===== src/rtl/reset_pkg.sv =====
// Shared types and constants for the reset sequencer and its soft-request handshake.
package reset_pkg;

  typedef enum logic [1:0] {
    ST_ASSERT,
    ST_RELEASE,
    ST_RUN
  } state_t;

  localparam logic CAUSE_HARD       = 1'b0;
  localparam logic CAUSE_SOFT       = 1'b1;
  localparam int   SOFT_COUNT_WIDTH = 8;

  function automatic int max_int(input int a, input int b);
    return (a > b) ? a : b;
  endfunction

endpackage


===== src/rtl/reset_req_handshake.sv =====
// Four-phase soft-reset request/ack; emits a one-cycle accept pulse only while the sequencer is running.
module reset_req_handshake (
  input  logic clk,
  input  logic srst,
  input  logic req,
  input  logic run,
  output logic ack,
  output logic accept
);

  logic ack_reg;
  logic ack_next;

  // A new request is only taken once the previous handshake has fully closed.
  assign accept = run && req && !ack_reg;

  always_comb begin
    ack_next = ack_reg;
    if (accept) begin
      ack_next = 1'b1;
    end else if (ack_reg && !req) begin
      ack_next = 1'b0;
    end
  end

  always_ff @(posedge clk) begin
    if (srst) begin
      ack_reg <= 1'b0;
    end else begin
      ack_reg <= ack_next;
    end
  end

  assign ack = ack_reg;

endmodule


===== src/rtl/reset_sequencer.sv =====
// Stretches a hard or soft reset, then releases per-stage resets in order with a fixed gap.
module reset_sequencer
  import reset_pkg::*;
#(
  parameter int NUM_STAGES       = 3,
  parameter int STRETCH_CYCLES   = 16,
  parameter int STAGE_GAP_CYCLES = 4
) (
  input  logic                        _iClk,
  input  logic                        _iReset,
  input  logic                        _iSoftReq,
  output logic                        _oSoftAck,
  output logic [NUM_STAGES-1:0]       _oStageReset,
  output logic                        _oReady,
  output logic                        _oCauseSoft,
  output logic [SOFT_COUNT_WIDTH-1:0] _oSoftCount
);

  localparam int CNT_W = $clog2(max_int(STRETCH_CYCLES, STAGE_GAP_CYCLES) + 1);
  localparam int IDX_W = $clog2(NUM_STAGES + 1);
  localparam logic [CNT_W-1:0] STRETCH_LAST = CNT_W'(STRETCH_CYCLES - 1);
  localparam logic [CNT_W-1:0] GAP_LAST     = CNT_W'(STAGE_GAP_CYCLES - 1);
  localparam logic [IDX_W-1:0] LAST_IDX     = IDX_W'(NUM_STAGES - 1);

  if (NUM_STAGES < 1 || STRETCH_CYCLES < 1 || STAGE_GAP_CYCLES < 1) begin : g_param_check
    $error("reset_sequencer: NUM_STAGES, STRETCH_CYCLES and STAGE_GAP_CYCLES must all be >= 1");
  end

  state_t                      state_reg, state_next;
  logic [CNT_W-1:0]            count_reg, count_next;
  logic [IDX_W-1:0]            idx_reg, idx_next;
  logic                        ready_reg, ready_next;
  logic                        cause_reg, cause_next;
  logic [SOFT_COUNT_WIDTH-1:0] soft_count_reg, soft_count_next;
  logic [NUM_STAGES-1:0]       stage_reset_reg;
  logic                        release_fire;
  logic [IDX_W-1:0]            release_idx;
  logic                        accept;
  logic                        soft_ack;

  reset_req_handshake u_handshake (
    .clk    (_iClk),
    .srst   (_iReset),
    .req    (_iSoftReq),
    .run    (state_reg == ST_RUN),
    .ack    (soft_ack),
    .accept (accept)
  );

  always_comb begin
    state_next      = state_reg;
    count_next      = count_reg;
    idx_next        = idx_reg;
    ready_next      = 1'b0;
    cause_next      = cause_reg;
    soft_count_next = soft_count_reg;
    release_fire    = 1'b0;
    release_idx     = '0;
    case (state_reg)
      ST_ASSERT: begin
        if (count_reg == STRETCH_LAST) begin
          release_fire = 1'b1;
          release_idx  = '0;
          count_next   = '0;
          idx_next     = IDX_W'(1);
          state_next   = (NUM_STAGES == 1) ? ST_RUN : ST_RELEASE;
        end else begin
          count_next = count_reg + 1'b1;
        end
      end
      ST_RELEASE: begin
        if (count_reg == GAP_LAST) begin
          release_fire = 1'b1;
          release_idx  = idx_reg;
          count_next   = '0;
          idx_next     = idx_reg + 1'b1;
          if (idx_reg == LAST_IDX) begin
            state_next = ST_RUN;
          end
        end else begin
          count_next = count_reg + 1'b1;
        end
      end
      ST_RUN: begin
        ready_next = 1'b1;
        if (accept) begin
          ready_next = 1'b0;
          state_next = ST_ASSERT;
          count_next = '0;
          cause_next = CAUSE_SOFT;
          if (soft_count_reg != {SOFT_COUNT_WIDTH{1'b1}}) begin
            soft_count_next = soft_count_reg + 1'b1;
          end
        end
      end
      default: begin
        state_next = ST_ASSERT;
        count_next = '0;
      end
    endcase
  end

  always_ff @(posedge _iClk) begin
    if (_iReset) begin
      state_reg      <= ST_ASSERT;
      count_reg      <= '0;
      idx_reg        <= '0;
      ready_reg      <= 1'b0;
      cause_reg      <= CAUSE_HARD;
      soft_count_reg <= '0;
    end else begin
      state_reg      <= state_next;
      count_reg      <= count_next;
      idx_reg        <= idx_next;
      ready_reg      <= ready_next;
      cause_reg      <= cause_next;
      soft_count_reg <= soft_count_next;
    end
  end

  // Each bit only clears on its own release slot; any reset source sets all bits together.
  for (genvar gi = 0; gi < NUM_STAGES; gi++) begin : g_stage
    always_ff @(posedge _iClk) begin
      if (_iReset || accept) begin
        stage_reset_reg[gi] <= 1'b1;
      end else if (release_fire && (release_idx == IDX_W'(gi))) begin
        stage_reset_reg[gi] <= 1'b0;
      end
    end
  end

  assign _oSoftAck    = soft_ack;
  assign _oStageReset = stage_reset_reg;
  assign _oReady      = ready_reg;
  assign _oCauseSoft  = cause_reg;
  assign _oSoftCount  = soft_count_reg;

endmodule


===== config.mk =====
export PLATFORM = sky130hd
export DESIGN_NAME = reset_sequencer
export DESIGN_NICKNAME = d
export VERILOG_FILES = /design/src/rtl/reset_pkg.sv /design/src/rtl/reset_req_handshake.sv /design/src/rtl/reset_sequencer.sv
export SDC_FILE = /design/constraint.sdc
export NUM_CORES = 1
export LEC_CHECK = 0
export CORE_ASPECT_RATIO = 0.9
export CORE_MARGIN = 2
export CORE_UTILIZATION = 47
export DETAILED_ROUTE_END_ITERATION = 7
export GPL_TIMING_DRIVEN = 0
export PLACE_DENSITY_LB_ADDON = 0.3
export SLEW_MARGIN = 10
export SYNTH_ARGS = -nofsm -noshare
export SYNTH_HDL_FRONTEND = slang
export SYNTH_SLANG_ARGS = --single-unit
export TNS_END_PERCENT = 5

===== constraint.sdc =====
create_clock -name _iClk -period 1.4 [get_ports _iClk]
set_input_delay 0.42 -clock _iClk [delete_from_list [all_inputs] [get_ports _iClk]]
set_output_delay 0.42 -clock _iClk [all_outputs]
set_load 0.01 [all_outputs]

# Word level (Yosys, flattened, before mapping)
# Cells that the tools add are included.
[word_totals]
reg_bits = 23
input_bits = 3
output_inout_bits = 14
wordCells = 63
[classes]
add_sub_neg = 3
eq_ne = 12
n_mux = 19
n_bitwise = 1
reduce_logical = 18
[ops]
columns = ["operator", "count"]
rows = [
  ["5-bit 2-to-1 mux", 3],
  ["5-bit case mux with 3 select lines", 1],
  ["2-bit 2-to-1 mux", 7],
  ["8-bit by 1-bit adder with 8-bit output (second input constant)", 1],
  ["2-bit inequality test (second input constant)", 4],
  ["8-bit inequality test (second input constant)", 1],
  ["2-bit == test (second input constant)", 3],
  ["1-bit logical AND", 6],
  ["2-bit case mux with 3 select lines", 1],
  ["3-bit AND reduction", 2],
  ["5-bit by 1-bit adder with 5-bit output (second input constant)", 1],
  ["5-bit by 2-bit == test with 1-bit output (second input constant)", 1],
  ["5-bit by 4-bit == test with 1-bit output (second input constant)", 1],
  ["1-bit 2-to-1 mux", 5],
  ["2-bit by 1-bit == test with 1-bit output (second input constant)", 2],
  ["2-bit logical NOT", 2],
  ["2-bit case mux with 2 select lines", 1],
  ["4-bit AND reduction", 1],
  ["2-bit nonzero test", 2],
  ["2-bit by 1-bit adder with 2-bit output (second input constant)", 1],
  ["1-bit logical NOT", 2],
  ["1-bit case mux with 2 select lines", 1],
  ["2-bit AND reduction", 1],
  ["2-bit OR reduction", 1],
  ["other kinds (2)", 2],
]

# Longest topological paths before layout
# Gate-level depths: netlist of run 1.
[depth]
ltp_word = 5
ltp_mapped = 8
depth_no_buf = 8

# By module
# From an unflattened synthesis of run 1, not the netlist that was laid out.
[unflattened]
hier_cells = 125
area_unflattened_um2 = 1158.6
[by_module_without_submodules]
columns = ["module", "instances", "cells_each", "area_each_um2", "seq_area_each_um2"]
rows = [
  ["reset_sequencer", 1, 120, 1114.8, 440.4],
  ["reset_req_handshake", 1, 5, 43.8, 20.0],
]

# Least setup slack after synthesis of run 1
# Ideal clock, no wire load.
[synth_path]
kind = "register -> register"
from = "register soft_count_reg[0] (netlist: _oSoftCount[0])"
to = "register soft_count_reg[1] (netlist: _oSoftCount[1])"
setup_ns = 0.128
arrival_ns = 1.393
t_required_ns = 1.272
slack_ns = -0.120
path_stages_with_launch = 6
n_path_buf = 0
period_less_slack_ns = 1.520
cell_sequence = "dfxtp_1 ha_1 nand3_1 o21ai_0 mux2i_1 nor2_1"
[synth_between]
elab_chain_len = 2
elab_cells_between_ends = 3
classes_between = "1 x add/sub; 1 x eq/ne; 1 x reduce/logical"
[synth_rtl]
columns = ["element", "line", "text"]
rows = [
  ["start: declaration", "reset_sequencer.sv:34", "logic [SOFT_COUNT_WIDTH-1:0] soft_count_reg, soft_count_next;"],
  ["start signal: assignment", "reset_sequencer.sv:117", "soft_count_reg <= soft_count_next;"],
  ["parallel branches: the longest is 2 deep, another holds 8-bit by 1-bit adder with 8-bit output", "-", ""],
]
# Several ways; the timed one is not identified.
# A chain may end at the register's enable or synchronous reset.

# Worst setup path in the final report of run 1
[layout_path]
from = "register count_reg[0]"
to = "register stage_reset_reg[1] (netlist: _oStageReset[1])"
[layout_between]
elab_chain_len = 5
elab_cells_between_ends = 9
classes_between = "3 x eq/ne; 5 x mux; 1 x reduce/logical"
[layout_rtl]
columns = ["element", "line", "text"]
rows = [
  ["start: declaration", "reset_sequencer.sv:30", "logic [CNT_W-1:0] count_reg, count_next;"],
  ["start signal: assignment", "reset_sequencer.sv:113", "count_reg <= count_next;"],
  ["5-bit by 2-bit == test with 1-bit output", "reset_sequencer.sv:72", "if (count_reg == GAP_LAST) begin"],
  ["2-bit 2-to-1 mux", "reset_sequencer.sv:72", ""],
  ["2-bit 2-to-1 mux", "-", ""],
  ["2-bit by 1-bit == test with 1-bit output", "reset_sequencer.sv:126", "end else if (release_fire && (release_idx == IDX_W'(gi))) begin"],
  ["1-bit logical AND (*)", "reset_sequencer.sv:126", ""],
  ["end signal: indexed assignment", "reset_sequencer.sv:125", "stage_reset_reg[gi] <= 1'b1;"],
  ["end signal: indexed assignment", "reset_sequencer.sv:127", "stage_reset_reg[gi] <= 1'b0;"],
  ["end: declaration", "reset_sequencer.sv:35", "logic [NUM_STAGES-1:0] stage_reset_reg;"],
]
# Mark *: on every way between the ends. The rest lies on a longest branch, timed or not.

==> flow_summary.json, run 1 <==
{
  "status": "complete, but fails checks",
  "violations": "negative setup slack",
  "ant_nets": 0,
  "avgRoutedWirePerCell_microns": 13.11,
  "synth_ff_type": "dfxtp_1",
  "syn-num-nets": 127,
  "worstPathRequired_ns": 1.61,
  "rsz0062_at_grt": "true",
  "rr_worst_depth": 6,
  "wl_met2_mm": 1.016,
  "core.rowCount": 16,
  "setup_viol": 8,
  "yosys_warnings": 0,
  "cts_tree": "done",
  "diodes": 0,
  "fin_tns_setup_ns": -0.3247,
  "ys_types": 36,
  "synth_mux_area_share_pct": 3.778,
  "peakVddDrop_mv": 0.9349,
  "worstSetupPathType": "reg2reg",
  "hold_path_end": "_oStageReset[1]",
  "synth_area_sq_mm": 0.001126,
  "yosys.area_share.xor_xnor_pct": 5.444,
  "power_density_mw_per_mm2": 721.3,
  "clock_latency_ns": 0.31,
  "fin_crit_sh_pct": 106.1,
  "synth-async-reset-ratio_pct": 0,
  "synth-edff-count": 0,
  "tightestPinTransition_ns": 0.4474,
  "syn_avg_cell_area_sq_um": 9.463,
  "synth_top_family_by_area": "simple AND/OR/NAND/NOR gates",
  "power_frac_seq_pct": 65.0,
  "regToRegEndpoint": "_oStageReset[1]",
  "fin_cells": 169,
  "highest_layer": "met4",
  "yosys.cell_count.top_type": "dfxtp_1",
  "cts_buffer_depth": 2,
  "fmax_ghz": 0.6732,
  "worst_clock_skew_ns": 0.004247,
  "synth_compound_area_share_pct": 15.22,
  "arrival_ns": 1.70,
  "start_kind": "register",
  "die_x_microns": 55.60,
  "synth_simple_gate_area_share_pct": 24.44,
  "gp_congestion": 0.7520,
  "track_usage_pct": 16.40,
  "grt_pass1_wl_mm": 3.636,
  "ys_seq_area_share_pct": 40.89,
  "drc": 0,
  "drive_gt1_share_pct": 29.58,
  "whs_path_depth": 2,
  "nFillCells": 193,
  "switching_share_pct": 22.41,
  "drt-met1-wl_mm": 1.079,
  "path_clk_slew_ns": 0.12,
  "cts_hold_buffers": 0,
  "yosys_register_bits": 23,
  "wl_mm": 2.216,
  "min_from": "_oStageReset[1]",
  "first_pass_iters": 4,
  "finalWorstSetupSlack_ns": -0.08551,
  "die_y_microns": 50.44,
  "p_int_w": 0.0007885,
  "max_cap_viol_count": 0,
  "synthTopCellsByArea": "dfxtp_1 41%, ha_1 5.6%, nor2_1 5.3%",
  "wl_met3_microns": 98,
  "io_pins": 17,
  "coreArea_sq_mm": 0.002222,
  "dieArea_sq_mm": 0.002804,
  "grt_max_degree": 13,
  "pwr-share-comb_pct": 5.3,
  "viasPerCell": 5.491,
  "synth-adder-area-share_pct": 5.556,
  "grt-ovfl-total": 0,
  "synth_top_area_share_pct": 40.89,
  "start_util_pct": 50.68,
  "slew_headroom_pct": 70.17,
  "cts_root_buf": "clkbuf_4",
  "rr_startpoint": "count_reg[0]",
  "hold_violations": 0,
  "p_leak_nw": 0.5570,
  "placedCellCount": 161,
  "nNetsFinal": 151,
  "grt_pass1_vias": 775,
  "syn_inst": 119,
  "grt_antenna_before_repair": 0,
  "dp_hpwl_mm": 1.537,
  "yosys-top-cells-count": "23 x dfxtp_1, 16 x nor2_1, 7 x o21ai_0",
  "yosys.area.top_type": "dfxtp_1",
  "area_growth_pct": 25.11,
  "vias": 928,
  "endpoint_kind": "register",
  "reg2reg_slack_ns": -0.09,
  "clkPwrFrac_pct": 29.7,
  "largest_register_ffs": 8,
  "h-tree-depth": 1,
  "first_iter_violations": 20,
  "power_switching_w": 0.0002277,
  "cts_buffers": 3,
  "cp_max_fo": 7,
  "drv_slew": 0,
  "cts_sinks": 23,
  "io_buffers": 15,
  "finalCriticalPeriod_ns": 1.486,
  "min_path_type": "reg2reg"
}
## metal layers
metal	up-vias	track usage (%)
met5	-	0
met4	0	4.878
met3	2	5.928
met2	20	24.80
met1	438	21.96
li1	468	-
## kinds of logic after synthesis
family / count (synthesis)
AOI/OAI and AO/OA: 24
xor gates and xnor gates: 7
adders and majority gates: 5
buffers and inverters: 10
DFF: 23
muxes: 4
and+or+nand+nor: 46
## worst max-delay path by stage
stage,from,end
final,count_reg[0],_oStageReset[1]
after global routing,count_reg[0],_oStageReset[1]
after CTS,count_reg[0],count_reg[0]
after detailed placement,_iSoftReq,_oSoftCount[7]
after global placement,_iSoftReq,_oSoftCount[7]
after floorplan,count_reg[0],idx_reg[1]
## through the flow
step / hold slack, ns / total power [W] / area, sq um / utilization, % / worst slack (ns)
floorplan: 0.4789 / 0.0007161 / 1132 / - / -0.03106
CTS: 0.4661 / 0.001028 / 1371 / 61.71 / -0.1561
finish: 0.4642 / 0.001016 / 1409 / 63.40 / -0.08551
global route: 0.4863 / 0.001075 / 1409 / 63.40 / -0.1292
detailed placement: 0.4546 / 0.0007286 / 1316 / 59.23 / -0.4616
global placement: 0.4447 / 0.0007263 / 1316 / 59.23 / -0.4459
## critical path: stages (launching register included)
cell	delay (ns)
dfxtp_4	0.39
ha_4	0.15
nor4b_4	0.19
buf_4	0.19
nand3b_1	0.16
o31ai_1	0.23
nand2_1	0.07
## cells in the final DEF (no fill, tap or decap), types with 2 or more instances in the layout
cell type / n
dlygate4sd2_1: 7
nand3b_1: 2
inv_1: 4
nor2b_1: 2
o2111ai_1: 2
o21ai_0: 5
dfxtp_4: 7
clkbuf_4: 3
clkdlybuf4s15_1: 2
buf_4: 5
nor3_2: 2
dfxtp_2: 5
ha_1: 4
xor2_1: 6
mux2_2: 2
a22o_1: 3
o211ai_1: 2
nand2_1: 5
nor2_1: 16
a21oi_1: 3
dfxtp_1: 11
nand2b_1: 4
mux2i_1: 2
clkbuf_2: 6
o21bai_1: 2
clkbuf_1: 4
and3_1: 2
## power by group through the flow
stage | Combinational [W] | Sequential [W] | Clock [W]
3_5_place_dp | 0.0000443 | 0.000684 | 0
5_1_grt | 0.0000621 | 0.000662 | 0.000350
6_report | 0.0000539 | 0.000661 | 0.000302
4_1_cts | 0.0000456 | 0.000663 | 0.000319
2_1_floorplan | 0.0000333 | 0.000683 | 0
3_3_place_gp | 0.0000426 | 0.000684 | 0
## final cells by class
cell class / instances / area, sq um / area share (%)
multi-input cells: 86 / 665.6 / 47.25
flip-flops and latches: 23 / 493.0 / 34.99
repair buffers: 20 / 148.9 / 10.57
well taps: 27 / 33.78 / 2.398
clock buffers: 4 / 26.28 / 1.865
plain buffers: 4 / 22.52 / 1.599
inverters: 5 / 18.77 / 1.332
## what timing repair did
item                       in CTS  in global routing
resized for setup              39                 19
pin swaps                       2                  5
setup buffers                   0                  5
setup endpoints to repair      33                 29
Power figures use the tool's default switching activity.
==> run 2: changes to the inputs <==
--- a/config.mk
+++ b/config.mk
@@ -6,11 +6,11 @@
 export NUM_CORES = 1
 export LEC_CHECK = 0
 export CORE_ASPECT_RATIO = 0.9
-export CORE_MARGIN = 2
-export CORE_UTILIZATION = 47
+export CORE_UTILIZATION = 52
 export DETAILED_ROUTE_END_ITERATION = 7
 export GPL_TIMING_DRIVEN = 0
 export PLACE_DENSITY_LB_ADDON = 0.3
+export SKIP_CTS_REPAIR_TIMING = 1
 export SLEW_MARGIN = 10
 export SYNTH_ARGS = -nofsm -noshare
 export SYNTH_HDL_FRONTEND = slang
==> constraint.sdc (replaced) <==
create_clock -name _iClk -period 1.5 [get_ports _iClk]
set_input_delay 0.45 -clock _iClk [delete_from_list [all_inputs] [get_ports _iClk]]
set_output_delay 0.45 -clock _iClk [all_outputs]
set_load 0.01 [all_outputs]
==> flow_summary.json, run 2 (synthesis results as in run 1) <==
{
  "final_cell_mix": "16 x nor2_1, 15 x dlymetal6s2s_1, 12 x dfxtp_1, 8 x dfxtp_2, 6 x xor2_1",
  "setup_viol": 1,
  "track_usage_pct": 19.62,
  "hold_violations": 0,
  "finalCriticalPeriod_ns": 1.532,
  "worst_clock_skew_ns": 0.01171,
  "first_pass_iters": 4,
  "cts_tree": "done",
  "area_growth_pct": 29.44,
  "pre_cts_slack_ns": -0.3880,
  "ant_nets": 0,
  "hold_path_end": "u_handshake.ack",
  "endpoint_kind": "register",
  "finalWorstSetupSlack_ns": -0.03199,
  "drv_slew": 0,
  "drc": 0,
  "grt_antenna_before_repair": 0,
  "peakVddDrop_mv": 0.6791,
  "cp_max_fo": 4,
  "viasPerCell": 5.715,
  "p_leak_nw": 0.7429,
  "cts_buffers": 3,
  "start_kind": "register",
  "holdWs_ns": 0.4033,
  "clock_latency_ns": 0.32,
  "rsz0062_at_grt": "true",
  "grt_pass1_vias": 758,
  "cts_buffer_depth": 2,
  "drive_gt1_share_pct": 24.29,
  "core.rowCount": 15,
  "die_y_microns": 46.15,
  "coreArea_sq_mm": 0.001971,
  "fin_crit_sh_pct": 102.1,
  "start_util_pct": 57.14,
  "dieArea_sq_mm": 0.002356,
  "io_buffers": 15,
  "placedCellCount": 159,
  "first_iter_violations": 11,
  "avgRoutedWirePerCell_microns": 14.59,
  "tightestPinTransition_ns": 0.4820,
  "grt_max_degree": 14,
  "cts_root_buf": "clkbuf_4",
  "status": "complete, but fails checks",
  "wl_mm": 2.407,
  "rr_worst_depth": 8,
  "fin_cells": 165,
  "whs_path_depth": 3,
  "worstSetupPathType": "reg2reg",
  "slew_headroom_pct": 67.86,
  "final_common_cell": "nor2_1",
  "cts_sinks": 23,
  "arrival_ns": 1.75,
  "min_from": "_iSoftReq",
  "h-tree-depth": 1,
  "violations": "negative setup slack",
  "largest_register_ffs": 8,
  "regArea_sq_um": 481.7,
  "grt_pass1_wl_mm": 3.360,
  "multi_input_area_sq_um": 661.9,
  "power_density_mw_per_mm2": 661.5,
  "path_clk_slew_ns": 0.11,
  "dp_hpwl_mm": 1.506,
  "io_pins": 17,
  "diodes": 0,
  "vias": 943,
  "nFillCells": 135,
  "grt-ovfl-total": 0,
  "worstPathRequired_ns": 1.71,
  "min_path_type": "in2reg",
  "fmax_ghz": 0.6527,
  "gp_congestion": 0.8176,
  "max_cap_viol_count": 0,
  "regToRegEndpoint": "count_reg[2]",
  "rr_startpoint": "count_reg[0]",
  "reg2reg_slack_ns": -0.03,
  "die_x_microns": 51.05,
  "nNetsFinal": 149
}
[run 2: final cells by class]
class / count / area share [%]
multi-input combinational: 86 / 45.41
sequential: 23 / 33.05
timing repair buffer: 17 / 13.91
buffer: 5 / 2.318
tap: 25 / 2.146
clock buffer: 3 / 1.545
inverter: 5 / 1.288
clock inverter: 1 / 0.3433
[run 2: routing by layer]
layer / GRT usage, % / wire length (microns) / part of all wire, % / up-vias
met2: 28.16 / 1109 / 46 / 23
met5: 0 / 0 / 0 / -
met4: 10.00 / 92 / 3.8 / 0
met1: 26.49 / 1100 / 46 / 446
li1: - / - / - / 463
met3: 5.941 / 104 / 4.3 / 11
[run 2: power by group]
part           switching (W)  internal [W]
Clock               0.000187      0.000100
Sequential        0.00000989      0.000614
Combinational      0.0000274     0.0000264
Total               0.000224      0.000741
[run 2: worst max path at each step]
stage,from,to,cells after the start
after global placement,_iSoftReq,_oSoftCount[7],6
after CTS,_oSoftCount[3],_oSoftCount[3],1
after floorplan,count_reg[0],idx_reg[1],5
final,count_reg[0],count_reg[2],8
after global routing,count_reg[0],count_reg[2],8
after detailed placement,_iSoftReq,_oSoftCount[7],6
[run 2: critical path, stage by stage (launching register included)]
cell,delay (ns)
dfxtp_4,0.39
ha_4,0.14
nand3_1,0.11
inv_1,0.09
ha_1,0.16
nand2b_1,0.10
nand2_2,0.11
o21bai_1,0.09
a22o_1,0.25
[run 2: stage by stage]
step           total power, W  area (sq um)  util, %  setup TNS [ns]
3_5_place_dp        0.0006805          1308    66.35          -3.642
4_1_cts             0.0009624          1335    67.75          -4.173
3_3_place_gp        0.0006774          1308    66.35          -3.224
6_report            0.0009643          1458    73.97        -0.03199
5_1_grt              0.001002          1458    73.97         -0.5543
2_1_floorplan       0.0006678          1126        -               0
